--- src/rtl/cpu_pkg.sv ---
// Shared CPU types: the write-back retire entry layout and debug trace widths.
package cpu_pkg;

    localparam int CPU_XLEN = 32;
    localparam int CPU_AW   = 5;
    localparam int DBG_WE_W = 4;

    typedef struct packed {
        logic [CPU_XLEN-1:0] pc;
        logic                gr_we;
        logic [CPU_AW-1:0]   dest;
        logic [CPU_XLEN-1:0] result;
    } wb_entry_t;

    // An entry only touches the register file if it writes a non-zero register.
    function automatic logic writes_rf(input wb_entry_t e);
        return e.gr_we && (e.dest != '0);
    endfunction

endpackage

--- src/rtl/wb_retire_fifo.sv ---
// Retire-queue storage: DEPTH entries with wrapping head/tail pointers and an occupancy count.
module wb_retire_fifo
    import cpu_pkg::*;
#(
    parameter int DEPTH = 2,
    localparam int PW   = $clog2(DEPTH),
    localparam int CW   = PW + 1
) (
    input  logic          clk,
    input  logic          resetn,
    input  logic          push_i,
    input  logic          pop_i,
    input  logic          flush_i,
    input  wb_entry_t     push_entry_i,
    output wb_entry_t     entries_o [DEPTH],
    output logic [PW-1:0] head_ptr_o,
    output logic [CW-1:0] count_o
);

    wb_entry_t     mem_q [DEPTH];
    logic [PW-1:0] head_q, head_d;
    logic [PW-1:0] tail_q, tail_d;
    logic [CW-1:0] count_q, count_d;

    // Caller guarantees push only when not full and pop only when not empty.
    always_comb begin
        head_d  = head_q + PW'(pop_i);
        tail_d  = tail_q + PW'(push_i);
        count_d = count_q + CW'(push_i) - CW'(pop_i);
        if (flush_i) begin
            head_d  = '0;
            tail_d  = '0;
            count_d = '0;
        end
    end

    always_ff @(posedge clk) begin
        if (!resetn) begin
            head_q  <= '0;
            tail_q  <= '0;
            count_q <= '0;
        end else begin
            head_q  <= head_d;
            tail_q  <= tail_d;
            count_q <= count_d;
        end
    end

    // Payload needs no reset: occupancy alone decides what is valid.
    always_ff @(posedge clk) begin
        if (push_i && !flush_i) begin
            mem_q[tail_q] <= push_entry_i;
        end
    end

    assign entries_o  = mem_q;
    assign head_ptr_o = head_q;
    assign count_o    = count_q;

endmodule

--- src/rtl/wb_retire_stage.sv ---
// Write-back retire stage: queues MEM results, arbitrates for the RF write port, forwards to ID.
// Optional trace ports are enabled with the WB_DEBUG_EN macro.
module wb_retire_stage
    import cpu_pkg::*;
#(
    parameter int XLEN  = CPU_XLEN,
    parameter int AW    = CPU_AW,
    parameter int DEPTH = 2
) (
    input  logic            clk,
    input  logic            resetn,
    input  logic            mem_valid,
    output logic            mem_ready,
    input  logic [XLEN-1:0] mem_pc,
    input  logic            mem_gr_we,
    input  logic [AW-1:0]   mem_dest,
    input  logic [XLEN-1:0] mem_result,
    input  logic            flush,
    output logic            rf_req,
    input  logic            rf_grant,
    output logic            rf_we,
    output logic [AW-1:0]   rf_waddr,
    output logic [XLEN-1:0] rf_wdata,
    input  logic [AW-1:0]   id_rs1,
    input  logic [AW-1:0]   id_rs2,
    output logic            id_rs1_hit,
    output logic            id_rs2_hit,
    output logic [XLEN-1:0] id_rs1_data,
    output logic [XLEN-1:0] id_rs2_data,
    output logic [31:0]     retire_cnt
`ifdef WB_DEBUG_EN
    ,
    output logic [XLEN-1:0]     debug_wb_pc,
    output logic [DBG_WE_W-1:0] debug_wb_rf_we,
    output logic [AW-1:0]       debug_wb_rf_wnum,
    output logic [XLEN-1:0]     debug_wb_rf_wdata
`endif
);

    localparam int PW = $clog2(DEPTH);
    localparam int CW = PW + 1;

    wb_entry_t     push_entry;
    wb_entry_t     entries [DEPTH];
    wb_entry_t     head;
    logic [PW-1:0] head_ptr;
    logic [CW-1:0] count;
    logic          push;
    logic          retire;
    logic [31:0]   retire_cnt_q, retire_cnt_d;

    assign push_entry = '{pc: mem_pc, gr_we: mem_gr_we, dest: mem_dest, result: mem_result};

    // Outputs are masked by resetn so stale occupancy never shows during the reset cycle.
    assign mem_ready = !resetn || (count != CW'(DEPTH));
    assign push      = mem_valid && mem_ready;
    assign rf_req    = resetn && (count != '0);
    assign retire    = rf_req && rf_grant;

    wb_retire_fifo #(.DEPTH(DEPTH)) u_fifo (
        .clk          (clk),
        .resetn       (resetn),
        .push_i       (push),
        .pop_i        (retire),
        .flush_i      (flush),
        .push_entry_i (push_entry),
        .entries_o    (entries),
        .head_ptr_o   (head_ptr),
        .count_o      (count)
    );

    assign head     = entries[head_ptr];
    assign rf_we    = retire && writes_rf(head);
    assign rf_waddr = head.dest;
    assign rf_wdata = head.result;

    // Scan oldest to youngest so the youngest matching entry wins.
    always_comb begin
        id_rs1_hit  = 1'b0;
        id_rs1_data = '0;
        id_rs2_hit  = 1'b0;
        id_rs2_data = '0;
        for (int k = 0; k < DEPTH; k++) begin
            if (resetn && (CW'(k) < count) && writes_rf(entries[head_ptr + PW'(k)])) begin
                if (entries[head_ptr + PW'(k)].dest == id_rs1) begin
                    id_rs1_hit  = 1'b1;
                    id_rs1_data = entries[head_ptr + PW'(k)].result;
                end
                if (entries[head_ptr + PW'(k)].dest == id_rs2) begin
                    id_rs2_hit  = 1'b1;
                    id_rs2_data = entries[head_ptr + PW'(k)].result;
                end
            end
        end
    end

    assign retire_cnt_d = retire_cnt_q + 32'd1;

    always_ff @(posedge clk) begin
        if (!resetn) begin
            retire_cnt_q <= '0;
        end else if (retire) begin
            retire_cnt_q <= retire_cnt_d;
        end
    end

    assign retire_cnt = retire_cnt_q;

`ifdef WB_DEBUG_EN
    assign debug_wb_pc       = head.pc;
    assign debug_wb_rf_we    = {DBG_WE_W{rf_we}};
    assign debug_wb_rf_wnum  = rf_waddr;
    assign debug_wb_rf_wdata = rf_wdata;
`else
    logic unused_head_pc;
    assign unused_head_pc = ^head.pc;
`endif

endmodule
--- config.mk ---
export PLATFORM = sky130hd
export DESIGN_NAME = wb_retire_stage
export DESIGN_NICKNAME = d
export VERILOG_FILES = /design/src/rtl/cpu_pkg.sv /design/src/rtl/wb_retire_fifo.sv /design/src/rtl/wb_retire_stage.sv
export SDC_FILE = /design/constraint.sdc
export NUM_CORES = 1
export LEC_CHECK = 0
export BUFFER_PORTS_ARGS = -buffer_cell sky130_fd_sc_hd__buf_2
export CORE_UTILIZATION = 50
export CTS_CLUSTER_DIAMETER = 40
export CTS_CLUSTER_SIZE = 24
export DETAILED_ROUTE_END_ITERATION = 10
export HOLD_SLACK_MARGIN = 0.06
export PLACE_DENSITY_LB_ADDON = 0.15
export SYNTH_ARGS = -nofsm -noshare
export SYNTH_HDL_FRONTEND = slang
export SYNTH_HIERARCHICAL = 1
export SYNTH_SLANG_ARGS = --single-unit
--- constraint.sdc ---
create_clock -name clk -period 9 [get_ports clk]
set_input_delay 1.35 -clock clk [delete_from_list [all_inputs] [get_ports clk]]
set_output_delay 1.35 -clock clk [all_outputs]
set_load 0.05 [all_outputs]
==> out/results.tsv, run 1 <==
stage	metric	value	unit
final_layout	area of the multi-input gates	0.00364	sq mm
sta	Slew HR	0.121	
floorplanning	Die Width	121	um
floorplanning	Initial Util	0.512	
floorplanning	Die H	121	um
drt	top sig layer	met5	
drt	initial DRC count	429	
power	PD cells	137	mW/mm^2
final_layout	commonest cells after routing, fill and taps aside	buf_2, nand3_1, edfxtp_1	
drt	Detailed Route WL	18600	um
clock_network	clk_lat worst skew	0.35	ns
clock_network	CTS max path bufs	2	
clock_network	hold buffer count at cts	0	
global_routing	initial antenna violation count	1	
place	dpl hpwl	11600	um
sta	Setup TNS	0	ns
global_routing	GRT Util Overall	0.247	
power	Max VDD drop	0.107	mV
worst_setup_path	worst setup path category	flop to output pin	
power	total chip power	1.13	mW
clock_network	TritonCTS Buffers	9	
drt	drt first pass iters	5	
clock_network	H-tree depth	3	
worst_setup_path	crit path launch type	flop	
sta	Final setup viols	0	
final_layout	area delta synth->final	16.5	%
drt	WL/cell	17.5	um
floorplanning	Die Area	0.0146	sq mm
worst_setup_path	Slowest-stage cell, CP	and4b_2	
logic_synthesis	Mapped Cells	728	
place	placed instance area	0.00792	sq mm
worst_setup_path	CP arrival	4.93	ns
status	status	complete, no violations	
place	Placer Congestion	0.827	
clock_network	setup bufs post-CTS	0	
logic_synthesis	Ys Warns	6	
final_layout	Finished Layout Cells	1058	
drt	WL met2	9360	um
floorplanning	Rows	43	
global_routing	vias in the first global route	5906	
sta	final setup margin	2.72	ns
sta	final hold vios	0	
drt	Via density	6.06	
logic_synthesis	Mapped Avg Cell Area	9.72	sq um
sta	Period minus WS final	6.28	ns
final_layout	share of cells above drive strength 1	0.305	
worst_setup_path	worst-path fanout max	97	
final_layout	post-layout util	0.596	
drt	DRT met1 WL	7360	um
sta	Fin Hold WS	0.505	ns
sta	Max Clock Skew	0.00726	ns
logic_synthesis	net count after synthesis	816	
hold_path	HP Class	flop to flop	
flow_run	max cap viols	0	
power	Leak Pwr	3.27	nW
final_layout	Antenna diodes	0	
clock_network	CTS clk-pin slew, worst paths	0.07	ns
drt	met3 wire length	1300	um
final_layout	Final Cell Area	0.00825	sq mm
clock_network	Root Driver	clkbuf_16	
sta	Final Slew Violations	0	
drt	Final ANT Viol Nets	0	
sta	max frequency	159	MHz
final_layout	fin nets	961	
place	Setup WS pre-CTS	3.20	ns
sta	unrepaired setup endpoints after global routing	no	
global_routing	largest net degree at the start of global routing	98	
global_routing	total grt overflow	0	
worst_setup_path	CP Capture Type	output pin	
floorplanning	area of the core	0.0138	sq mm
place	Inst Count DP	1042	
logic_synthesis	cell area after synthesis	0.00708	sq mm
place	# port buffers	190	
global_routing	first-pass GRT wire length	28300	um
final_layout	storage element area	0.00301	sq mm
clock_network	TritonCTS clock tree	yes	
sta	Slew @ Worst Pin	1.32	ns
drt	DRC Markers	0	
worst_setup_path	crit-path cells	buf_4, mux2i_1, xnor2_1, nor2_1, and4b_2, a21boi_0, a22oi_1, buf_2	
sta	crit share post-route	0.698	
floorplanning	# IOs	223	
clock_network	Post-CTS Resized	0	
final_layout	commonest non-fill, non-tap cell in the layout	buf_2	
worst_setup_path	Worst Path Required	7.65	ns
final_layout	fill count	1189	
drt	DR vias	6407	
clock_network	TritonCTS Sinks	112	
worst_setup_path	Worst path max stage delay	1.14	ns
state kept, by name, indices dropped and copies added (netlist names):
name / flops
retire_cnt: 32
u_fifo/head_ptr_o: 1
u_fifo/tail_q: 1
u_fifo/count_o: 2
u_fifo/entries_o: 76
where the power goes:
part	leakage, nW	internal, mW	switching, mW
sequential	0.989	0.562	0.0128
combinational	2.12	0.0371	0.0833
clock	0.160	0.249	0.181
total	3.27	0.849	0.277
worst max-delay path, delay by kind of cell (launching register included):
kind	cells	cell delay [ns]
AOI/OAI and AO/OA	2	0.51
xor gates and xnor gates	1	0.12
and+or+nand+nor	2	1.29
muxes	1	0.45
DFF	1	0.89
buffers and inverters	2	1.18
cell type report:
| cell class | count | share of cell area |
|---|---|---|
| multi-input cells | 540 | 0.441 |
| flip-flops and latches | 112 | 0.365 |
| repair buffers | 197 | 0.122 |
| clock buffers | 12 | 0.0338 |
| well taps | 180 | 0.0273 |
| inverters | 13 | 0.00592 |
| clock inverters | 4 | 0.00577 |
path summary, 6_finish.rpt:
path	start	endpoint	slack, ns	depth (start not counted)
max	u_fifo/head_ptr_o	id_rs1_data[2]	2.72	8
min	retire_cnt[1]	retire_cnt[1]	0.50	2
max reg2reg	retire_cnt[3]	retire_cnt[31]	6.82	6
min reg2reg	retire_cnt[1]	retire_cnt[1]	0.50	2
metal layers:
metal	vias to the layer above	track usage
met5	-	0
met3	38	0.0493
met4	2	0.127
li1	3002	-
met1	3092	0.289
met2	273	0.426
No activity file was read; power rests on OpenSTA's default activity.
==> run 2, diff against run 1 <==
- clock period: 9 -> 5.39 ns (I/O delays scaled with it)
==> run 2 against run 1 <==
  * Clock power increased by 53%
  * First-iteration DRC count shrank 9.6%
  * Power increased by 62%
  * Sequential share of layout area decreased by 0.17 points
  * Sequential cell count is the same
  * Register-to-register slack worse by 3.7 ns
  * Highest routed layer unchanged
==> out/results.tsv, run 2 (synthesized netlist as in run 1, its figures left out) <==
stage	metric	value	unit
worst_setup_path	Worst path max stage delay	0.74	ns
place	placed instance area	0.00799	sq mm
final_layout	area of the multi-input gates	0.00364	sq mm
drt	Final ANT Viol Nets	0	
sta	unrepaired setup endpoints after global routing	no	
final_layout	fin nets	967	
clock_network	hold buffer count at cts	0	
global_routing	GRT Util Overall	0.249	
power	Clk pwr share	0.360	
clock_network	clk_lat worst skew	0.35	ns
final_layout	fill count	1181	
worst_setup_path	crit-path cells	mux2i_1, nand3_1, o21ai_1, or4b_2, buf_4, nand3_1, a32oi_1, buf_2	
final_layout	Final Cell Area	0.00829	sq mm
place	Placer Congestion	0.834	
power	PD cells	220	mW/mm^2
sta	Slew @ Worst Pin	1.07	ns
power	Reg power frac	0.527	
global_routing	vias in the first global route	5943	
floorplanning	Initial Util	0.512	
worst_setup_path	CP Capture Type	output pin	
clock_network	TritonCTS Buffers	9	
floorplanning	Rows	43	
sta	Final Slew Violations	0	
worst_setup_path	cell mode on critical path	nand3_1	
clock_network	TritonCTS Sinks	112	
status	status	complete, no violations	
worst_setup_path	worst setup path category	flop to output pin	
clock_network	Post-CTS Resized	0	
drt	Via density	6.02	
drt	initial DRC count	388	
sta	Period minus WS final	4.65	ns
final_layout	commonest cells after routing, fill and taps aside	buf_2, nand3_1, edfxtp_1	
place	Inst Count DP	1048	
global_routing	total grt overflow	0	
clock_network	CTS clk-pin slew, worst paths	0.07	ns
clock_network	TritonCTS clock tree	yes	
sta	Setup TNS	0	ns
power	logic gate share of total power	0.112	
global_routing	first-pass GRT wire length	28800	um
final_layout	max FFs per register	76	
floorplanning	Die Width	121	um
drt	WL/cell	17.5	um
place	# port buffers	190	
sta	Max Clock Skew	0.00584	ns
final_layout	commonest non-fill, non-tap cell in the layout	buf_2	
hold_path	HP Class	flop to flop	
floorplanning	Die Area	0.0146	sq mm
floorplanning	# IOs	223	
place	Setup WS pre-CTS	1.06	ns
final_layout	storage element area	0.00301	sq mm
drt	Detailed Route WL	18700	um
power	sw power	0.461	mW
worst_setup_path	CP arrival	3.84	ns
sta	max frequency	215	MHz
worst_setup_path	Worst Path Required	4.58	ns
flow_run	max cap viols	0	
power	Leak Pwr	3.29	nW
sta	final setup margin	0.744	ns
sta	crit share post-route	0.862	
worst_setup_path	Slowest-stage cell, CP	or4b_2	
sta	Final setup viols	0	
power	P_int	1.36	mW
final_layout	area delta synth->final	17.0	%
clock_network	setup bufs post-CTS	0	
global_routing	largest net degree at the start of global routing	76	
sta	final hold vios	0	
final_layout	share of cells above drive strength 1	0.310	
floorplanning	area of the core	0.0138	sq mm
floorplanning	Die H	121	um
drt	DR vias	6408	
worst_setup_path	crit path launch type	flop	
clock_network	CTS max path bufs	2	
worst_setup_path	worst-path fanout max	44	
clock_network	Root Driver	clkbuf_16	
hold_path	hold depth	1	
place	dpl hpwl	12300	um
global_routing	initial antenna violation count	2	
power	Max VDD drop	0.171	mV
drt	DRC Markers	0	
drt	drt first pass iters	5	
final_layout	Finished Layout Cells	1065	
sta	Slew HR	0.287	
clock_network	H-tree depth	3	
power	Switching Fraction	0.254	
worst_setup_path	Reg2Reg Depth	6	
## run 2: cell count changes in the layout (fill, tap and decap cells not counted)
cell / delta
buf_12: +2
buf_4: +4
bufinv_16: -1
clkbuf_1: +1
clkbuf_16: -1
clkbuf_8: +1
clkinv_1: -1
clkinv_2: -1
diode_2: +1
inv_4: +2
## run 2: metal layers
layer	vias to the layer above	GRT usage	part of all wire
met3	43	0.0484	0.066
met2	277	0.427	0.49
met1	3068	0.293	0.41
met5	-	0	0.00048
met4	2	0.135	0.034
li1	3018	-	-
## run 2: power groups by stage
| stage | Combinational, mW | Sequential (mW) | Clock (mW) |
|---|---|---|---|
| 2_1_floorplan | 0.143 | 0.976 | 0 |
| 3_3_place_gp | 0.199 | 0.976 | 0 |
| 3_5_place_dp | 0.204 | 0.979 | 0 |
| 4_1_cts | 0.204 | 0.959 | 0.673 |
| 5_1_grt | 0.215 | 0.962 | 0.702 |
| 6_report | 0.204 | 0.960 | 0.656 |
## run 2: worst paths after layout
| path | to | slack (ns) | start |
|---|---|---|---|
| setup / recovery | id_rs2_data[13] | 0.74 | u_fifo/head_ptr_o |
| hold / removal | retire_cnt[22] | 0.51 | retire_cnt[22] |
| hold reg to reg | retire_cnt[22] | 0.51 | retire_cnt[22] |
| setup reg to reg | retire_cnt[27] | 3.14 | retire_cnt[3] |
## run 2: area by class of cell
type	instances	area share
antenna	1	0.000302
tap	180	0.0272
timing repair buffer	203	0.130
inverter	13	0.00589
sequential	112	0.363
clock inverter	3	0.00257
multi-input combinational	540	0.439
clock buffer	13	0.0328
## run 2: critical path: cells and delay by family (launching register included)
family / cells / cell delay [ns]
muxes: 1 / 0.45
DFF: 1 / 0.71
and+or+nand+nor: 3 / 0.99
buffers and inverters: 2 / 0.75
AOI/OAI and AO/OA: 2 / 0.56
## run 2: stage by stage
stage,power (mW),hold slack [ns],util
after floorplan,1.12,0.500,-
after global placement,1.17,0.485,0.578
after detailed placement,1.18,0.501,0.578
after CTS,1.84,0.513,0.599
after global routing,1.88,0.535,0.599
final,1.82,0.512,0.599
==> run 3, diff against run 2 <==
- RECOVER_POWER: not set -> 25
==> run 3 against run 2 <==
  * Sequential cell count unchanged
  * Sequential power about the same
  * Clock power about the same
  * Critical endpoint unchanged
  * Die area unchanged
  * Register-to-register slack worse by 0.12 ns
==> out/results.tsv, run 3 (synthesized netlist as in run 1, its figures left out) <==
stage	metric	value	unit
status	status	complete, no violations	
final_layout	share of cells above drive strength 1	0.290	
final_layout	area delta synth->final	16.5	%
global_routing	first-pass GRT wire length	28800	um
sta	final setup margin	0.572	ns
final_layout	fin nets	967	
drt	Detailed Route WL	18600	um
sta	Final Slew Violations	0	
clock_network	hold buffer count at cts	0	
worst_setup_path	worst-path fanout max	35	
place	Inst Count DP	1048	
sta	Period minus WS final	4.82	ns
final_layout	commonest cells after routing, fill and taps aside	buf_2, nand3_1, edfxtp_1	
clock_network	H-tree depth	3	
global_routing	vias in the first global route	5943	
final_layout	area of the multi-input gates	0.00362	sq mm
power	PD cells	221	mW/mm^2
drt	initial DRC count	375	
sta	max frequency	208	MHz
global_routing	GRT Util Overall	0.249	
place	placed instance area	0.00799	sq mm
global_routing	largest net degree at the start of global routing	76	
worst_setup_path	Critical R2R Launch	u_fifo/count_o[1]	
worst_setup_path	Worst path max stage delay	0.81	ns
place	dpl hpwl	12300	um
place	Setup WS pre-CTS	1.06	ns
clock_network	Post-CTS Resized	0	
worst_setup_path	Slowest-stage cell, CP	and4_2	
global_routing	initial antenna violation count	2	
final_layout	max FFs per register	76	
clock_network	TritonCTS Buffers	9	
worst_setup_path	Buf+Inv Stages, Crit Path	4	
final_layout	Finished Layout Cells	1065	
floorplanning	Die Width	121	um
clock_network	clk_lat worst skew	0.35	ns
worst_setup_path	cell mode on critical path	buf_2	
worst_setup_path	crit-path cells	buf_2, clkbuf_1, o21a_1, nand2_1, a31oi_1, and4_2, buf_12, nand3_1, a32oi_1, buf_2	
floorplanning	Die Area	0.0146	sq mm
drt	WL/cell	17.5	um
sta	Max Clock Skew	0.00612	ns
clock_network	setup bufs post-CTS	0	
worst_setup_path	family with the most delay on the worst path	buffers and inverters	
final_layout	fill count	1195	
sta	unrepaired setup endpoints after global routing	no	
drt	Final ANT Viol Nets	0	
final_layout	Final Cell Area	0.00825	sq mm
sta	Final setup viols	0	
global_routing	total grt overflow	0	
hold_path	HP Start	retire_cnt[22]	
floorplanning	area of the core	0.0138	sq mm
worst_setup_path	worst setup path category	input pin to output pin	
drt	DRC Markers	0	
sta	Slew @ Worst Pin	1.08	ns
floorplanning	Rows	43	
hold_path	hold depth	1	
worst_setup_path	CP arrival	4.01	ns
final_layout	post-layout util	0.597	
worst_setup_path	Worst Path Required	4.58	ns
hold_path	HP Class	flop to flop	
floorplanning	Initial Util	0.512	
sta	crit share post-route	0.894	
place	# port buffers	190	
worst_setup_path	Worst R2R End	retire_cnt[27]	
floorplanning	Die H	121	um
power	Leak Pwr	3.24	nW
clock_network	CTS max path bufs	2	
drt	DR vias	6384	
worst_setup_path	crit path launch type	input pin	
final_layout	commonest non-fill, non-tap cell in the layout	buf_2	
hold_path	Hold EP	retire_cnt[22]	
place	Placer Congestion	0.834	
worst_setup_path	CP Capture Type	output pin	
sta	final hold vios	0	
sta	Setup TNS	0	ns
clock_network	TritonCTS clock tree	yes	
flow_run	max cap viols	0	
drt	drt first pass iters	5	
clock_network	Root Driver	clkbuf_16	
sta	Slew HR	0.281	
floorplanning	# IOs	223	
power	Max VDD drop	0.170	mV
worst_setup_path	R2R Setup Slk	3.02	ns
worst_setup_path	Reg2Reg Depth	6	
clock_network	CTS clk-pin slew, worst paths	0.07	ns
final_layout	storage element area	0.00301	sq mm
drt	Via density	5.99	
clock_network	TritonCTS Sinks	112	
run 3: worst max-delay path by stage:
stage                 startpoint               endpoint  depth (start not counted)  slack, ns
2_1_floorplan             resetn  u_fifo/entries_o[100]                          4       0.68
3_3_place_gp              resetn        id_rs2_data[18]                         10       1.12
3_5_place_dp              resetn        id_rs2_data[13]                         10       1.06
4_1_cts        u_fifo/head_ptr_o        id_rs2_data[13]                          8       0.74
5_1_grt                   resetn        id_rs2_data[19]                         10       0.35
6_report                  resetn        id_rs2_data[13]                         10       0.57
run 3: final cells by class:
| class | count | share of cell area |
|---|---|---|
| antenna | 1 | 0.000303 |
| clock buffer | 13 | 0.0329 |
| timing repair buffer | 203 | 0.127 |
| clock inverter | 3 | 0.00258 |
| sequential | 112 | 0.365 |
| tap | 180 | 0.0273 |
| multi-input combinational | 540 | 0.439 |
| inverter | 13 | 0.00592 |
run 3: where the power goes:
group	switching (mW)	total [mW]	internal, mW
logic	0.141	0.202	0.0605
registers	0.0202	0.959	0.939
clock network	0.301	0.658	0.357
run 3: metal layers:
| layer | wire length, um | vias to the layer above | global-route usage |
|---|---|---|---|
| met5 | 0 | - | 0 |
| met4 | 681 | 0 | 0.135 |
| met3 | 1310 | 44 | 0.0484 |
| met2 | 9160 | 276 | 0.427 |
| met1 | 7480 | 3046 | 0.293 |
| li1 | - | 3018 | - |
run 3: through the flow:
step / hold WS [ns] / power (mW)
after global placement: 0.485 / 1.17
after floorplan: 0.500 / 1.12
after global routing: 0.535 / 1.88
after CTS: 0.513 / 1.84
after detailed placement: 0.501 / 1.18
final: 0.513 / 1.82
